## src/rtl/ehl_ahb_matrix_slave_port.sv

```systemverilog
// ---------------------------------------------------------------------------
// ehl_ahb_matrix_slave_port
// Per-slave output stage of an AHB bus matrix. Arbitrates among MNUM masters
// (round-robin, bursts keep the grant), muxes the winner's address phase to
// the slave, steers write data from the data-phase owner and returns the
// slave response plus a per-master HREADY contribution.
//
// Ports
//   hclk, hresetn                  clock, async active-low reset
//   im_haddr/htrans/hwrite/hsize/  per-master address phase, master m in
//   im_hburst/hprot/hwdata         slice m (htrans is IDLE if not decoded here)
//   om_hrdata, om_hresp            slave read data / response pass-through
//   om_hready                      per-master ready (stalls losers and owner)
//   os_haddr ... os_hprot, os_hsel muxed address phase to the slave
//   os_hwdata                      write data of the data-phase owner
//   is_hrdata, is_hready, is_hresp slave return path
// ---------------------------------------------------------------------------
module ehl_ahb_matrix_slave_port #(
    parameter int unsigned MNUM = 8
) (
    input  logic                 hclk,
    input  logic                 hresetn,
    input  logic [MNUM*32-1:0]   im_haddr,
    input  logic [MNUM*2-1:0]    im_htrans,
    input  logic [MNUM-1:0]      im_hwrite,
    input  logic [MNUM*3-1:0]    im_hsize,
    input  logic [MNUM*3-1:0]    im_hburst,
    input  logic [MNUM*4-1:0]    im_hprot,
    input  logic [MNUM*32-1:0]   im_hwdata,
    output logic [31:0]          om_hrdata,
    output logic [MNUM-1:0]      om_hready,
    output logic [1:0]           om_hresp,
    output logic [31:0]          os_haddr,
    output logic [1:0]           os_htrans,
    output logic                 os_hwrite,
    output logic [2:0]           os_hsize,
    output logic [2:0]           os_hburst,
    output logic [3:0]           os_hprot,
    output logic [31:0]          os_hwdata,
    output logic                 os_hsel,
    input  logic [31:0]          is_hrdata,
    input  logic                 is_hready,
    input  logic [1:0]           is_hresp
);

    localparam int unsigned IW = (MNUM > 1) ? $clog2(MNUM) : 1;
    localparam logic [1:0]  HT_IDLE = 2'b00;

    if ((MNUM < 1) || (MNUM > 16)) begin : g_bad_mnum
        $fatal(1, "ehl_ahb_matrix_slave_port: MNUM must be 1..16");
    end

    // Per-master views of the flattened input buses
    logic [31:0]   w_haddr  [MNUM];
    logic [1:0]    w_htrans [MNUM];
    logic [2:0]    w_hsize  [MNUM];
    logic [2:0]    w_hburst [MNUM];
    logic [3:0]    w_hprot  [MNUM];
    logic [31:0]   w_hwdata [MNUM];
    logic [MNUM-1:0] w_req;

    for (genvar m = 0; m < MNUM; m++) begin : g_unpack
        assign w_haddr[m]  = im_haddr[32*m +: 32];
        assign w_htrans[m] = im_htrans[2*m +: 2];
        assign w_hsize[m]  = im_hsize[3*m +: 3];
        assign w_hburst[m] = im_hburst[3*m +: 3];
        assign w_hprot[m]  = im_hprot[4*m +: 4];
        assign w_hwdata[m] = im_hwdata[32*m +: 32];
        // NONSEQ and SEQ both have htrans[1] set
        assign w_req[m]    = w_htrans[m][1];
    end

    logic [IW-1:0] r_last;
    logic [IW-1:0] r_grant;
    logic          r_dph_valid;
    logic [IW-1:0] r_dph_owner;

    logic          w_lock;
    logic [IW-1:0] w_rr;
    logic [IW-1:0] w_grant;
    logic [1:0]    w_gtrans;
    logic [IW-1:0] w_wd_idx;

    // Arbitration: burst lock first, else round-robin from last+1, else hold
    always_comb begin
        w_rr   = r_grant;
        // SEQ and BUSY both have htrans[0] set; they continue a burst
        w_lock = w_htrans[r_grant][0];
        // Descending scan so the nearest requester after r_last wins
        for (int off = int'(MNUM); off >= 1; off--) begin
            if (w_req[(int'(r_last) + off) % int'(MNUM)]) begin
                w_rr = IW'((int'(r_last) + off) % int'(MNUM));
            end
        end
        w_grant = w_lock ? r_grant : w_rr;
    end

    // Address-phase mux to the slave
    assign w_gtrans  = w_htrans[w_grant];
    assign os_hsel   = (w_gtrans != HT_IDLE);
    assign os_htrans = os_hsel ? w_gtrans : HT_IDLE;
    assign os_haddr  = w_haddr[w_grant];
    assign os_hwrite = im_hwrite[w_grant];
    assign os_hsize  = w_hsize[w_grant];
    assign os_hburst = w_hburst[w_grant];
    assign os_hprot  = w_hprot[w_grant];

    // Write data follows the data-phase owner; master 0 when no data phase
    assign w_wd_idx  = r_dph_valid ? r_dph_owner : '0;
    assign os_hwdata = w_hwdata[w_wd_idx];

    assign om_hrdata = is_hrdata;
    assign om_hresp  = is_hresp;

    // Per-master ready: owner waits on the slave, requesting losers are held
    always_comb begin
        om_hready = '1;
        for (int m = 0; m < int'(MNUM); m++) begin
            if (r_dph_valid && (int'(r_dph_owner) == m) && !is_hready) begin
                om_hready[m] = 1'b0;
            end
            if (w_req[m] && ((int'(w_grant) != m) || !is_hready)) begin
                om_hready[m] = 1'b0;
            end
        end
    end

    // Arbitration and data-phase state advance only when the slave is ready
    always_ff @(posedge hclk or negedge hresetn) begin
        if (!hresetn) begin
            r_last      <= IW'(MNUM - 1);
            r_grant     <= '0;
            r_dph_valid <= 1'b0;
            r_dph_owner <= '0;
        end else if (is_hready) begin
            r_grant     <= w_grant;
            if (w_req[w_grant]) begin
                r_last <= w_grant;
            end
            r_dph_valid <= os_hsel & os_htrans[1];
            r_dph_owner <= w_grant;
        end
    end

endmodule

```

## config.mk

```make
export PLATFORM = sky130hd
export DESIGN_NAME = ehl_ahb_matrix_slave_port
export DESIGN_NICKNAME = d
export VERILOG_FILES = /design/src/rtl/ehl_ahb_matrix_slave_port.sv
export SDC_FILE = /design/constraint.sdc
export NUM_CORES = 1
export LEC_CHECK = 0
export CORE_AREA = 10 10 288 290
export CTS_CLUSTER_SIZE = 10
export DETAILED_ROUTE_END_ITERATION = 8
export DIE_AREA = 0 0 298 300
export DONT_BUFFER_PORTS = 1
export HOLD_SLACK_MARGIN = 0.1
export PLACE_DENSITY = 0.3
export SYNTH_ARGS = -nofsm -noshare
export SYNTH_HDL_FRONTEND = slang
export SYNTH_SLANG_ARGS = --single-unit
```

## constraint.sdc

```tcl
create_clock -name hclk -period 5 [get_ports hclk]
set_input_delay 0.25 -clock hclk [delete_from_list [all_inputs] [get_ports hclk]]
set_output_delay 0.25 -clock hclk [all_outputs]
set_load 0.01 [all_outputs]
```

==> results of run 1 <==
state kept, by name, indices dropped and copies added, names as in the netlist:
name / flops
r_dph_valid: 1
r_grant: 3
r_last: 3
worst reg2reg max path, delay by kind of cell, from the launching register on:
kind                       cells  cell delay (ns)
AOI/OAI and AO/OA              6             1.48
muxes                          3             1.15
DFF                            1             0.52
adders and majority gates      1             0.41
buffers and inverters          2             0.28
cells by family after synthesis:
| family | count (synthesis) | synth area share |
|---|---|---|
| buf+inv | 143 | 0.1136 |
| fa+ha+maj | 2 | 0.003652 |
| xor+xnor | 3 | 0.003836 |
| compound gates | 197 | 0.2179 |
| flops | 7 | 0.02612 |
| mux | 134 | 0.3375 |
| simple gates | 475 | 0.2974 |
through the flow:
step	worst slack, ns	instances	utilization	area [um^2]
after detailed placement	0.4981	1922	0.1044	8050
after global routing	0.03889	1933	0.1059	8163
after global placement	0.5242	1922	0.1044	8050
final	0.2907	1935	0.1060	8168
after CTS	0.2426	1927	0.1056	8140
after floorplan	0.7798	961	-	6850
layer usage:
metal	up-vias	wire, um	share of wire	track usage
met1	3871	19100	0.34	0.1151
met3	70	5568	0.10	0.03952
met2	645	29140	0.53	0.2172
met5	-	10	0.00018	0
li1	3390	-	-	-
met4	2	1603	0.029	0.02764
area by class of cell:
type,instances,area (um^2)
Multi-Input combinational cell,811,5948
Tap cell,1040,1301
Clock inverter,1,5.005
Fill cell,9068,68920
Clock buffer,3,75.07
Timing Repair Buffer,53,590.6
Inverter,13,48.80
Sequential cell,7,181.4
Antenna cell,7,17.52
cell usage after synthesis, types with 4 or more instances:
master,instances
and3_1,87
mux2i_1,21
buf_1,9
inv_1,12
o21ai_1,6
a221o_1,6
mux2_2,35
nor4_1,5
nand2_1,361
a311oi_1,44
a31oi_1,48
clkbuf_1,52
mux4_2,73
nor2_1,10
o32ai_1,4
nand3_1,4
buf_2,16
a211oi_1,8
a21oi_1,9
dfrtp_1,4
buf_4,47
buf_6,6
a21o_1,44
worst paths after layout:
check,end
max in group asynchronous,r_last[1]$_DFFE_PN1P_
min in group asynchronous,r_grant[1]$_DFFE_PN0P_
setup reg to reg,r_last[1]$_DFFE_PN1P_
hold / removal,r_grant[0]$_DFFE_PN0P_
hold reg to reg,r_last[0]$_DFFE_PN1P_
setup / recovery,os_haddr[24]
==> flow_summary.yaml, run 1 <==
final_layout:
  layout-drive-gt1-share: 0.2061
  fin_nets: 1544
  final_common_cell: "nand2_1"
  layout_common_cells: "nand2_1 (358), and3_1 (87), mux4_2 (73)"
  area_growth_pct: 19.23
floorplanning:
  coreArea_mm2: 0.07708
  io_pins: 773
  rows: 102
  dieArea_mm2: 0.08940
  die_height_um: 300
  start_util: 0.08887
  die_w_um: 298
placement:
  place_congestion: 0.9009
  io_buffers: 0
  dpl.hpwl_mm: 48.89
clocking:
  h-tree-depth: 1
  cts_resized: 0
  clock-sinks: 7
  cts_tree: "done"
  insertion_delay_ns: 0.23
  clock-root-buffer: "clkbuf_16"
  cts_inserted_buffers: 3
  cts_hold_buf: 1
  clkTransAtPathRegs_ns: 0.04
  cts_setup_buffers: 0
  clockBufferDepth: 2
yosys:
  ys.flop_type: "dfrtp_1"
  ys_async_sr_fraction: 1.000
  ys_top_cells_by_area: "mux4_2 (24%), nand2_1 (20%), and3_1 (7.9%)"
  synth-seq-cells: 7
  synth_fp_nets: 1616
  ys_types: 53
  synth_top_cell_by_area: "mux4_2"
  synth_edf_count: 0
  yosysTopAreaCellShare: 0.2400
  avgSynthCellArea_um2: 7.128
  ys_seq_area_frac: 0.02612
  syn-cell-area_mm2: 0.006850
  syn_inst: 961
  ys.warnings.count: 0
route:
  vias: 7978
  wl_per_cell_um: 28.64
  dr.pass1.iters: 5
  drc: 0
  initialDrtViolationCount: 645
  drtAntennaViolNets: 0
  drt-vias-per-instance: 4.123
  wirelength_mm: 55.42
sta:
  finalSetupViolations: 0
  max_slew_margin: 0.3394
  rsz0062_at_grt: "no"
  worst_pin_slew_ns: 0.9874
  setup_tns_ns: 0
  fin_crit_ns: 4.709
  final-hold-violation-count: 0
  fin_skew_ns: 0.005875
  hold_slack_ns: 0.1415
  max_freq_mhz: 212.3
  period_share: 0.9419
  slew_violations: 0
critical_path:
  worst-path-stages: 13
  crit_fanout: 67
  crit_buf_inv: 3
  critPathRequiredTime_ns: 4.75
  r2r_slack_ns: 1.08
  worstSetupEndpointType: "output pin"
  cp-startpoint: "r_last[1]$_DFFE_PN1P_"
  crit_chain: "clkinv_1 -> ha_1 -> mux4_2 -> mux2i_1 -> o22ai_1 -> a211o_1 -> a21oi_4 -> buf_12 -> buf_4 -> nand2_1 -> and3_1 -> a311oi_1 -> a21o_1"
  crit_path_top_delay_cell: "mux4_2"
  cp.arrival_ns: 4.46
  r2r_start: "r_last[1]$_DFFE_PN1P_"
  reg2reg_depth: 12
  crit_family: "compound AO/OA/AOI/OAI gates"
  crit_path_start_kind: "register"
  crit_type: "register to output pin"
  max_stage_delay_ns: 0.59
global_route:
  grt-ovfl-total: 0
  grt_antenna_before_repair: 24
  grt_max_degree: 87
  grt.total_usage: 0.1132
  grt_pass1_vias: 8181
  grt_pass1_wl_mm: 72.24
min_path:
  whs_path_depth: 1
  min-delay-path-class: "input port to register"
  hp-start: "is_hready"
run_status:
  status: "completed"
run:
  maxCapViolCount: 0
Power of run 1 is not shown: default switching activity piles up to over one toggle a cycle in this logic, so the estimate is an artifact.
==> run 2: changes to the inputs <==
--- a/config.mk
+++ b/config.mk
@@ -5,13 +5,15 @@
 export SDC_FILE = /design/constraint.sdc
 export NUM_CORES = 1
 export LEC_CHECK = 0
-export CORE_AREA = 10 10 288 290
+export ABC_AREA = 1
+export CORE_AREA = 10 10 293 295
 export CTS_CLUSTER_SIZE = 10
 export DETAILED_ROUTE_END_ITERATION = 8
-export DIE_AREA = 0 0 298 300
+export DIE_AREA = 0 0 303 305
 export DONT_BUFFER_PORTS = 1
 export HOLD_SLACK_MARGIN = 0.1
 export PLACE_DENSITY = 0.3
+export RECOVER_POWER = 100
 export SYNTH_ARGS = -nofsm -noshare
 export SYNTH_HDL_FRONTEND = slang
 export SYNTH_SLANG_ARGS = --single-unit
==> flow_summary.yaml, run 2 <==
clocking:
  cts_inserted_buffers: 3
  insertion_delay_ns: 0.23
  clockBufferDepth: 2
  cts_resized: 0
  clock-root-buffer: "clkbuf_16"
  h-tree-depth: 1
  cts_tree: "done"
  clkTransAtPathRegs_ns: 0.04
  clock-sinks: 7
yosys:
  syn_inst: 1321
  yosysTopAreaCellShare: 0.4179
  synth_fp_nets: 1976
  syn-cell-area_mm2: 0.006296
  synthTopCellsByCount: "nand2_1 (701), nand4_1 (88), nand3_1 (78)"
  ys_types: 34
  ys.flop_type: "dfrtp_1"
  avgSynthCellArea_um2: 4.766
  ys_seq_area_frac: 0.02842
  synth_top_cell_by_area: "nand2_1"
  ys_top_cells_by_area: "nand2_1 (42%), nand4_1 (8.7%), nand3_1 (6.2%)"
  synth-seq-cells: 7
  ys_async_sr_fraction: 1.000
  yosysMostFrequentCell: "nand2_1"
  ys.warnings.count: 0
  synth_edf_count: 0
sta:
  rsz0062_at_grt: "no"
  setup_tns_ns: 0
  hold_slack_ns: 0.1189
  final-hold-violation-count: 0
  max_slew_margin: 0.06130
  fin_crit_ns: 4.629
  period_share: 0.9258
  finalSetupViolations: 0
  setup_slack_ns: 0.3710
  fin_skew_ns: 0.006937
  slew_violations: 0
  worst_pin_slew_ns: 1.408
  max_freq_mhz: 216.0
final_layout:
  final_common_cell: "nand2_1"
  layout-drive-gt1-share: 0.04490
  nFillCells: 9627
  layout_common_cells: "nand2_1 (702), nand4_1 (88), nand3_1 (78)"
  fin_nets: 1881
  area_growth_pct: 15.40
  largestRegisters: "r_grant x3, r_last x3, r_dph_valid x1"
global_route:
  grt_antenna_before_repair: 11
  grt_max_degree: 89
  grt-ovfl-total: 0
  grt_pass1_vias: 9109
  grt_pass1_wl_mm: 70.59
  grt.total_usage: 0.1053
placement:
  pre_cts_ws_ns: 0.5530
  io_buffers: 0
  dpl.hpwl_mm: 47.50
  place_congestion: 0.8494
route:
  drc: 0
  vias: 8980
  initialDrtViolationCount: 885
  wl_per_cell_um: 23.48
  drt-vias-per-instance: 3.921
  wirelength_mm: 53.77
  drtAntennaViolNets: 0
  dr.pass1.iters: 7
floorplanning:
  dieArea_mm2: 0.09242
  rows: 104
  coreArea_mm2: 0.07990
  io_pins: 773
  die_height_um: 305
  start_util: 0.07880
  die_w_um: 303
run:
  maxCapViolCount: 0
min_path:
  min-delay-path-class: "input port to register"
run_status:
  status: "completed"
critical_path:
  max_stage_delay_ns: 0.63
  crit_family: "simple AND/OR/NAND/NOR gates"
  path_common_cell: "nand2_1"
  crit_chain: "inv_1 -> ha_1 -> inv_1 -> nand3_1 -> nand3_1 -> nand2_1 -> inv_1 -> nand2_1 -> nand2_1 -> nand2_1 -> nand2_1 -> nand2_1 -> a21oi_1 -> nand2_1 -> nand2_1 -> nand2_2 -> clkbuf_1 -> nor2_4 -> buf_12 -> nand2_1 -> nand4_1 -> nand2_1 -> nand2_1"
  crit_buf_inv: 5
  crit_fanout: 88
  crit_type: "register to output pin"
  critPathRequiredTime_ns: 4.75
  crit_path_top_delay_cell: "dfstp_2"
  worstSetupEndpointType: "output pin"
  crit_path_start_kind: "register"
  cp.arrival_ns: 4.38
## run 2: cell count changes in the layout (fill, tap and decap cells not counted), moves of 32 or more
cell	change
nand2_1	+344
o21ai_0	+39
a21o_1	-43
a21oi_1	+34
nand3b_1	+32
nand3_1	+74
and3_1	-87
mux2_2	-35
nand4_1	+88
a311oi_1	-44
mux4_2	-73
nor2_1	+63
## run 2: routing by layer
| metal | GRT usage | vias to the layer above | wire [um] |
|---|---|---|---|
| met2 | 0.1920 | 646 | 27110 |
| li1 | - | 4187 | - |
| met1 | 0.1095 | 4077 | 18620 |
| met5 | 0 | - | 83 |
| met3 | 0.04090 | 58 | 6505 |
| met4 | 0.02991 | 12 | 1455 |
## run 2: layout make-up
cell class | instances | area [um^2] | area share
inverters | 28 | 105.1 | 0.01447
diodes | 5 | 12.51 | 0.001722
flip-flops and latches | 7 | 178.9 | 0.02463
clock buffers | 4 | 78.83 | 0.01085
multi-input cells | 1152 | 5276 | 0.7262
well taps | 1060 | 1326 | 0.1825
repair buffers | 34 | 287.8 | 0.03961
## run 2: worst reg2reg max path, delay by kind of cell, from the launching register on
family / cells / cell delay, ns
simple gates: 13 / 2.33
compound gates: 1 / 0.13
fa+ha+maj: 1 / 0.42
flops: 1 / 0.63
buf+inv: 2 / 0.33
## run 2: worst paths after layout
| path | endpoint | cells past startpoint | startpoint | slack [ns] |
|---|---|---|---|---|
| min in group asynchronous | r_dph_valid$_DFFE_PN0P_ | 1 | hresetn | 0.41 |
| max in group asynchronous | r_last[1]$_DFFE_PN1P_ | 1 | hresetn | 4.25 |
| setup / recovery | os_hburst[1] | 23 | r_last[1]$_DFFE_PN1P_ | 0.37 |
| hold / removal | r_dph_valid$_DFFE_PN0P_ | 1 | is_hready | 0.12 |
| setup reg to reg | r_dph_valid$_DFFE_PN0P_ | 17 | r_last[1]$_DFFE_PN1P_ | 1.00 |
| hold reg to reg | r_last[2]$_DFFE_PN1P_ | 2 | r_last[2]$_DFFE_PN1P_ | 0.54 |
## run 2: what timing repair did
action | CTS | global route
endpoints found under the hold margin | 7 | 0
hold buffers | 1 | 0
setup buffers | 0 | 0
endpoints found under the setup margin | 0 | 0
## run 2: stage by stage
step | std cells | utilization | cell area (um^2)
floorplan | 1321 | - | 6296
global placement | 2280 | 0.09014 | 7202
detailed placement | 2280 | 0.09014 | 7202
CTS | 2285 | 0.09125 | 7291
global route | 2290 | 0.09094 | 7266
finish | 2290 | 0.09094 | 7266
## run 2: logic make-up after synthesis
group / Yosys count / share of synthesized area
xor+xnor: 2 / 0.002783
flops: 7 / 0.02842
buf+inv: 162 / 0.1357
compound gates: 166 / 0.1659
simple gates: 982 / 0.6632
fa+ha+maj: 2 / 0.003974
Power of run 2 is left out for the same reason.
==> run 3: changes to the inputs <==
==> constraint.sdc (replaced) <==
create_clock -name hclk -period 4.25 [get_ports hclk]
set_input_delay 0.2125 -clock hclk [delete_from_list [all_inputs] [get_ports hclk]]
set_output_delay 0.2125 -clock hclk [all_outputs]
set_load 0.01 [all_outputs]
==> flow_summary.yaml, run 3 (synthesis gave the netlist of run 2 again) <==
route:
  drc: 0
  drt-vias-per-instance: 3.941
  initialDrtViolationCount: 912
  wl_per_cell_um: 23.68
  drtAntennaViolNets: 0
  wirelength_mm: 55.04
  dr.pass1.iters: 5
  vias: 9159
clocking:
  cts_tree: "done"
  cts_setup_buffers: 0
  clock-root-buffer: "clkbuf_16"
  clkTransAtPathRegs_ns: 0.04
  clockBufferDepth: 2
  insertion_delay_ns: 0.23
  clock-sinks: 7
  h-tree-depth: 1
  cts_inserted_buffers: 3
global_route:
  grt_max_degree: 129
  grt_pass1_wl_mm: 73.29
  grt-ovfl-total: 0
  grt_pass1_vias: 9464
  grt_antenna_before_repair: 20
  grt.total_usage: 0.1087
sta:
  slew_violations: 67
  worst_pin_slew_ns: 1.585
  final-hold-violation-count: 0
  finalSetupViolations: 0
  setup_tns_ns: 0
  fin_skew_ns: 0.001135
  period_share: 0.9270
  max_freq_mhz: 253.8
  fin_crit_ns: 3.940
  max_slew_margin: -0.05641
  hold_slack_ns: 0.1082
  rsz0062_at_grt: "no"
final_layout:
  area_growth_pct: 21.26
  layout-drive-gt1-share: 0.06831
  multi_input_area_mm2: 0.005309
  fin_nets: 1915
  seq_area_um2: 178.9
  largestRegisters: "r_grant x3, r_last x3, r_dph_valid x1"
  final_common_cell: "nand2_1"
  layout_common_cells: "nand2_1 (698), nand4_1 (88), nand3_1 (78)"
  nFillCells: 9624
critical_path:
  crit_type: "register to output pin"
  path_common_cell: "nand2_1"
  max_stage_delay_ns: 0.52
  crit_chain: "inv_1 -> ha_4 -> inv_2 -> nand3_2 -> nand2_1 -> or2_1 -> nand2_1 -> inv_1 -> nand2_1 -> nand2_1 -> nand2_1 -> nand2_1 -> nand2_1 -> nand2_1 -> a21boi_0 -> nor2_4 -> buf_12 -> buf_4 -> nand2_1 -> nand4_1 -> nand2_1 -> nand2_1"
  reg2reg_depth: 23
  critPathRequiredTime_ns: 4.04
  cp.arrival_ns: 3.73
  crit_path_top_delay_cell: "dfstp_2"
  crit_fanout: 45
  crit_path_start_kind: "register"
  worstSetupEndpointType: "output pin"
floorplanning:
  start_util: 0.07880
  die_w_um: 303
  rows: 104
  die_height_um: 305
  io_pins: 773
  dieArea_mm2: 0.09242
  coreArea_mm2: 0.07990
placement:
  place_congestion: 0.8811
  dpl.hpwl_mm: 49.02
  io_buffers: 0
min_path:
  min-delay-path-class: "input port to register"
  whs_path_depth: 2
run:
  maxCapViolCount: 1
run_status:
  status: "complete, but fails checks"
  violations: "max-capacitance violations, max-slew violations"
[run 3: changes by cell type in the layout (fill, tap and decap cells not counted), sizes merged]
cell,change
buf,+19
clkbuf,+13
clkinv,+1
dlygate4sd3,+1
dlymetal6s2s,+1
inv,-1
[run 3: worst paths after layout]
kind / end / start / slack [ns]
setup / recovery: os_haddr[30] / r_last[1]$_DFFE_PN1P_ / 0.31
hold / removal: r_last[2]$_DFFE_PN1P_ / is_hready / 0.11
setup reg to reg: r_last[0]$_DFFE_PN1P_ / r_last[1]$_DFFE_PN1P_ / 0.86
hold reg to reg: r_last[2]$_DFFE_PN1P_ / r_last[2]$_DFFE_PN1P_ / 0.54
max in group asynchronous: r_last[2]$_DFFE_PN1P_ / hresetn / 3.58
min in group asynchronous: r_dph_valid$_DFFE_PN0P_ / hresetn / 0.35
[run 3: worst max-delay path: cells and delay by family, from the launching register on]
kind,cells,cell delay [ns]
simple gates,15,1.32
buf+inv,5,0.74
flops,1,0.52
compound gates,1,0.48
fa+ha+maj,1,0.35
[run 3: area by class of cell]
cell class | instances | area share
Multi-Input combinational cell | 1152 | 0.6953
Tap cell | 1060 | 0.1737
Timing Repair Buffer | 68 | 0.08161
Sequential cell | 7 | 0.02343
Inverter | 28 | 0.01393
Clock buffer | 4 | 0.01032
Antenna cell | 5 | 0.001639
[run 3: metrics by stage]
step	std cells	util	setup WS [ns]	cell area, um^2
floorplan	1321	-	1.017	6296
global placement	2313	0.09559	0.3874	7637
detailed placement	2313	0.09559	0.3512	7637
CTS	2319	0.09683	0.09502	7736
global route	2324	0.09556	0.03265	7635
finish	2324	0.09556	0.3103	7635
[run 3: per-layer routing]
layer  part of all wire  global-route usage  vias up
met5             0.0026                   0        -
met4              0.018             0.02258       22
met3               0.11             0.03523       63
met2               0.51              0.1978      629
met1               0.37              0.1207     4191
li1                   -                   -     4254
[run 3: repair_timing]
action	in CTS	in global routing
endpoints found under the setup margin	0	48
hold buffers	2	0
gates resized for setup	0	4
endpoints found under the hold margin	8	0
Power of run 3 is left out for the same reason.
